File: src/rtl/instr_fetch.sv
// Instruction fetch stage: keeps the PC, issues one byte read at a time over req/ack,
// buffers bytes in a prefetch FIFO and redirects on jumps, discarding stale reads.
//
// state | meaning
// IDLE  | no read outstanding; waits for FIFO space and !halt
// REQ   | read outstanding at mem_addr; its byte is pushed on ack
// DROP  | read outstanding for a pre-jump address; its byte is discarded on ack
module instr_fetch #(
    parameter int              PC_W     = 5,
    parameter int              DEPTH    = 2,
    parameter logic [PC_W-1:0] RESET_PC = '0
) (
    input  logic            clk,
    input  logic            rst_n,
    output logic            mem_req,
    output logic [PC_W-1:0] mem_addr,
    input  logic            mem_ack,
    input  logic [7:0]      mem_rdata,
    input  logic            jmp_en,
    input  logic [PC_W-1:0] jmp_addr,
    input  logic            halt,
    output logic [7:0]      instr,
    output logic [PC_W-1:0] instr_pc,
    output logic            instr_valid,
    input  logic            instr_ready
);

    localparam int AW = (DEPTH > 1) ? $clog2(DEPTH) : 1;
    localparam int CW = $clog2(DEPTH + 1);
    localparam logic [CW-1:0] DEPTH_C = CW'(DEPTH);

    typedef enum logic [1:0] {
        IDLE,
        REQ,
        DROP
    } state_t;

    state_t          state_q, state_d;
    logic [PC_W-1:0] pc_q, pc_d;
    logic            mem_req_q, mem_req_d;
    logic [PC_W-1:0] mem_addr_q, mem_addr_d;
    logic [CW-1:0]   count_q, count_d;
    logic [AW-1:0]   rd_ptr_q, rd_ptr_d;
    logic [AW-1:0]   wr_ptr_q, wr_ptr_d;
    logic [7:0]      fifo_data_q [DEPTH];
    logic [7:0]      fifo_data_d [DEPTH];
    logic [PC_W-1:0] fifo_pc_q [DEPTH];
    logic [PC_W-1:0] fifo_pc_d [DEPTH];

    logic            ack_fire;
    logic            pop;
    logic            push;
    logic [CW-1:0]   count_after;
    logic [PC_W-1:0] pc_inc;
    logic [PC_W-1:0] drop_target;

    always_comb begin
        ack_fire    = mem_req_q && mem_ack;
        pop         = (count_q != '0) && instr_ready && !jmp_en;
        push        = ack_fire && (state_q == REQ) && !jmp_en && ((count_q != DEPTH_C) || pop);
        count_after = count_q + CW'(push) - CW'(pop);
        pc_inc      = pc_q + PC_W'(1);
        drop_target = jmp_en ? jmp_addr : pc_q;

        state_d     = state_q;
        pc_d        = pc_q;
        mem_req_d   = mem_req_q;
        mem_addr_d  = mem_addr_q;
        count_d     = count_after;
        rd_ptr_d    = rd_ptr_q + AW'(pop);
        wr_ptr_d    = wr_ptr_q + AW'(push);
        fifo_data_d = fifo_data_q;
        fifo_pc_d   = fifo_pc_q;

        if (push) begin
            fifo_data_d[wr_ptr_q] = mem_rdata;
            fifo_pc_d[wr_ptr_q]   = mem_addr_q;
        end

        // A jump overrides any same-edge push or pop and empties the FIFO.
        if (jmp_en) begin
            count_d  = '0;
            rd_ptr_d = '0;
            wr_ptr_d = '0;
            pc_d     = jmp_addr;
        end

        case (state_q)
            IDLE: begin
                if (!halt && (jmp_en || (count_q < DEPTH_C))) begin
                    state_d    = REQ;
                    mem_req_d  = 1'b1;
                    mem_addr_d = jmp_en ? jmp_addr : pc_q;
                end
            end
            REQ: begin
                if (jmp_en) begin
                    if (!ack_fire) begin
                        state_d = DROP;
                    end else if (!halt) begin
                        mem_addr_d = jmp_addr;
                    end else begin
                        state_d   = IDLE;
                        mem_req_d = 1'b0;
                    end
                end else if (ack_fire) begin
                    pc_d = pc_inc;
                    if (!halt && (count_after < DEPTH_C)) begin
                        mem_addr_d = pc_inc;
                    end else begin
                        state_d   = IDLE;
                        mem_req_d = 1'b0;
                    end
                end
            end
            DROP: begin
                if (ack_fire) begin
                    if (!halt) begin
                        state_d    = REQ;
                        mem_addr_d = drop_target;
                    end else begin
                        state_d   = IDLE;
                        mem_req_d = 1'b0;
                    end
                end
            end
            default: begin
                state_d   = IDLE;
                mem_req_d = 1'b0;
            end
        endcase
    end

    always_ff @(posedge clk or negedge rst_n) begin
        if (!rst_n) begin
            state_q     <= IDLE;
            pc_q        <= RESET_PC;
            mem_req_q   <= 1'b0;
            mem_addr_q  <= RESET_PC;
            count_q     <= '0;
            rd_ptr_q    <= '0;
            wr_ptr_q    <= '0;
            fifo_data_q <= '{default: '0};
            fifo_pc_q   <= '{default: '0};
        end else begin
            state_q     <= state_d;
            pc_q        <= pc_d;
            mem_req_q   <= mem_req_d;
            mem_addr_q  <= mem_addr_d;
            count_q     <= count_d;
            rd_ptr_q    <= rd_ptr_d;
            wr_ptr_q    <= wr_ptr_d;
            fifo_data_q <= fifo_data_d;
            fifo_pc_q   <= fifo_pc_d;
        end
    end

    assign mem_req     = mem_req_q;
    assign mem_addr    = mem_addr_q;
    assign instr       = fifo_data_q[rd_ptr_q];
    assign instr_pc    = fifo_pc_q[rd_ptr_q];
    assign instr_valid = (count_q != '0);

endmodule

File: config.mk
export PLATFORM = sky130hd
export DESIGN_NAME = instr_fetch
export DESIGN_NICKNAME = d
export VERILOG_FILES = /design/src/rtl/instr_fetch.sv
export SDC_FILE = /design/constraint.sdc
export NUM_CORES = 1
export LEC_CHECK = 0
export ABC_AREA = 1
export BUFFER_PORTS_ARGS = -buffer_cell sky130_fd_sc_hd__buf_2
export CAP_MARGIN = 20
export CELL_PAD_IN_SITES_DETAIL_PLACEMENT = 0
export CELL_PAD_IN_SITES_GLOBAL_PLACEMENT = 2
export CORE_AREA = 2 2 90 92
export CTS_CLUSTER_DIAMETER = 100
export DETAILED_ROUTE_END_ITERATION = 7
export DIE_AREA = 0 0 92 94
export PLACE_DENSITY_LB_ADDON = 0.1
export SLEW_MARGIN = 20
export SYNTH_ARGS = -nofsm -noshare
export SYNTH_HDL_FRONTEND = slang
export SYNTH_SLANG_ARGS = --single-unit
File: constraint.sdc
create_clock -name clk -period 2 [get_ports clk]
set_clock_uncertainty 0.05 [all_clocks]
set_input_delay 0.6 -clock clk [delete_from_list [all_inputs] [get_ports clk]]
set_output_delay 0.6 -clock clk [all_outputs]
set_load 0.01 [all_outputs]
==> results.py <==
metrics = {
    "status": {
        "status": "finished clean",
    },
    "yosys": {
        "synth_top_family_by_area": "simple AND/OR/NAND/NOR gates",
        "synth-simple-area-share_pct": 22.3,
        "syn-cell-area_sq_mm": 0.00226,
        "yosys.area_share.adder_pct": 2.76,
        "synth_area_per_cell_sq_um": 8.45,
        "yosys_warnings": 0,
        "synth_cell_types": 28,
        "synth_compound_area_share_pct": 12.4,
        "synthFlopType": "dfrtp_1",
        "synth_xor_area_share_pct": 0.774,
        "synthMuxAreaShare_pct": 6.47,
        "syn-num-nets": 292,
        "postSynthCellCount": 268,
        "async_flop_share_pct": 100,
        "synth_seq_area_share_pct": 47.5,
        "ys_ff_latch": 43,
        "synth_edf_count": 0,
    },
    "sta": {
        "period_share_pct": 97.2,
        "setup_viol": 0,
        "slew_headroom_pct": 70.6,
        "finalSetupTns_ns": 0,
        "rsz0062_at_grt": "yes",
        "tightest_slew_ns": 0.442,
        "min_period_ns": 1.94,
        "slew_violations": 0,
        "hold_viol_final": 0,
        "setup_ws_ns": 0.0557,
        "fmax_mhz": 514,
    },
    "routing": {
        "detail_route.wl_per_cell_um": 12.2,
        "ant_nets": 0,
        "vias": 1925,
        "drt_iter0_drc": 52,
        "viasPerCell": 4.44,
        "wl_um": 5310,
        "dr.pass1.iters": 4,
        "drc_errors": 0,
    },
    "critical_path": {
        "r2r_cells": 14,
        "crit_required_ns": 2.18,
        "worstReg2RegEnd": "state_q[0]",
        "crit-reg2reg-launch": "count_q[1]",
        "r2r_slack_ns": 0.06,
        "cp-end-kind": "flop",
        "cp_max_fo": 4,
        "criticalPathCategory": "flop to flop",
        "crit_path_end": "state_q[0]",
        "arrival_ns": 2.13,
        "crit_path_start": "count_q[1]",
        "start_kind": "flop",
    },
    "grt": {
        "grt_pass1_vias": 1832,
        "track_usage_pct": 13.2,
        "grt_overflow": 0,
        "grt_max_degree": 27,
        "antenna_found_initial": 0,
        "grt_pass1_wl_um": 8890,
    },
    "clocking": {
        "clkTransAtPathRegs_ns": 0.08,
        "ctsHoldBuffers": 0,
        "cts_sinks": 43,
        "cts_tree": "built",
        "clock_latency_ns": 0.29,
        "cts_buffer_depth": 2,
        "htree_levels": 2,
        "root_buffer": "clkbuf_8",
        "numCtsBuffers": 5,
    },
    "die": {
        "rows": 32,
        "start_util_pct": 29.8,
        "die_w_um": 92,
        "core_area_sq_mm": 0.00761,
        "die_h_um": 94,
        "die-area_sq_mm": 0.00865,
        "ios": 39,
    },
    "finish": {
        "area_growth_pct": 31.1,
        "drive_gt1_share_pct": 34.3,
        "postLayoutCoreUtil_pct": 39.0,
        "fin_area_sq_mm": 0.00297,
        "nNetsFinal": 355,
        "antenna_cells": 0,
        "finalNonFillerCells": 434,
        "fill_cells": 824,
    },
    "power": {
        "p_leak_nw": 1.53,
        "vdd_ir_drop_max_v": 0.000445,
        "power_density_mw_per_mm2": 1200,
    },
    "min_path": {
        "min_path_type": "primary input to asynchronous set/reset pin",
    },
    "placement": {
        "hpwl_um": 4030,
        "place_area_sq_mm": 0.00281,
        "dp_slack_ns": -0.318,
        "globalplace.congestion": 0.740,
        "post-place-cells": 424,
        "portBuffers": 38,
    },
    "job": {
        "drv_cap": 0,
    },
}
==> synthesized netlist by cell type, types with 3 or more instances <==
master    number  area [sq um]
o21ai_0       29           145
ha_1           5          62.6
nand2_4        4          45.0
nand2_1       74           278
inv_2          6          22.5
a21oi_1        9          45.0
nor2_1        13          48.8
dfrtp_1       43          1080
clkbuf_1       5          18.8
inv_1         29           109
mux2_2        13           146
o22ai_1        3          18.8
nand3_1       14          70.1
nor2_4         3          33.8
==> power by group <==
group / leakage, nW / total (mW) / internal, mW / switching [mW]
registers: 0.555 / 1.31 / 1.15 / 0.157
logic: 0.920 / 1.57 / 0.662 / 0.913
clock network: 0.0581 / 0.683 / 0.372 / 0.311
==> worst min-delay path by stage <==
stage / startpoint / end / slack [ns] / cells after the start
after floorplan: rst_n / count_q[0] / 0.25 / 0
after global placement: fifo_data_q[0] / fifo_data_q[0] / 0.44 / 1
after detailed placement: fifo_pc_q[1] / fifo_pc_q[1] / 0.45 / 1
after CTS: rst_n / fifo_data_q[4] / 0.20 / 1
after global routing: rst_n / fifo_data_q[8] / 0.20 / 1
final: rst_n / fifo_data_q[8] / 0.19 / 1
==> layout by cell type, fill, tap and decap left out, types with 3 or more instances in the layout <==
master	netlist	final
inv_2	6	7
inv_1	29	27
nand2_4	4	6
mux2_2	13	13
nor2_4	3	4
o22ai_1	3	3
buf_2	2	38
buf_12	0	3
ha_1	5	3
nand2_2	1	3
clkbuf_8	0	5
o21ai_0	29	28
nand2_1	74	70
a21oi_1	9	9
dfrtp_1	43	43
nand3_1	14	12
nor2_1	13	12
buf_4	1	23
==> final cells by class <==
type	count	area, sq um	area share, %
clock buffers	5	68.8	2.32
clock inverters	3	43.8	1.48
inverters	36	148	4.98
multi-input cells	181	1080	36.4
flip-flops and latches	43	1080	36.3
well taps	102	128	4.30
repair buffers	64	423	14.3
==> worst max-delay path: stages (launching register included) <==
cell	delay [ns]
dfrtp_1	0.40
inv_2	0.07
nand2_2	0.07
nand2_4	0.08
nor2_4	0.04
o31ai_4	0.18
ha_1	0.27
inv_2	0.06
ha_4	0.13
inv_2	0.04
nand3_4	0.05
nand4_1	0.18
nand3_1	0.14
nand2_1	0.05
nand2_1	0.06
==> cell families (layout without fill, tap and decap cells) <==
kind of cell	count (synthesis)	count (layout)
multiplexers	13	13
buffers and inverters	44	108
flip-flops	43	43
adder cells (fa/ha/maj)	5	5
XOR/XNOR	2	2
AND/OR/NAND/NOR	112	112
AO/OA/AOI/OAI	49	49
==> per-layer routing <==
metal	up-vias	track usage [%]	part of all wire [%]	wire length, um
li1	989	-	-	-
met4	0	4.60	2.1	113
met3	7	3.13	4.0	214
met1	895	16.2	45	2390
met5	-	0	0	0
met2	34	22.8	49	2590
==> stage by stage <==
stage | power (mW) | hold slack (ns)
after global routing | 3.88 | 0.199
after floorplan | 2.29 | 0.254
after global placement | 2.90 | 0.440
after CTS | 3.62 | 0.200
after detailed placement | 2.91 | 0.446
final | 3.57 | 0.187
==> registers in the layout (all words and copies together) (netlist names) <==
signal / count
mem_req: 1
fifo_pc_q: 10
state_q: 2
fifo_data_q: 16
wr_ptr_q: 1
mem_addr: 5
rd_ptr_q: 1
pc_q: 5
count_q: 2
==> repair_timing <==
action                     CTS  global route
pin swaps                    8             6
cloned                       0             0
gates resized for setup      2             7
buffers inserted             0             2
setup endpoints to repair    7             8
Power figures use the tool's default switching activity.
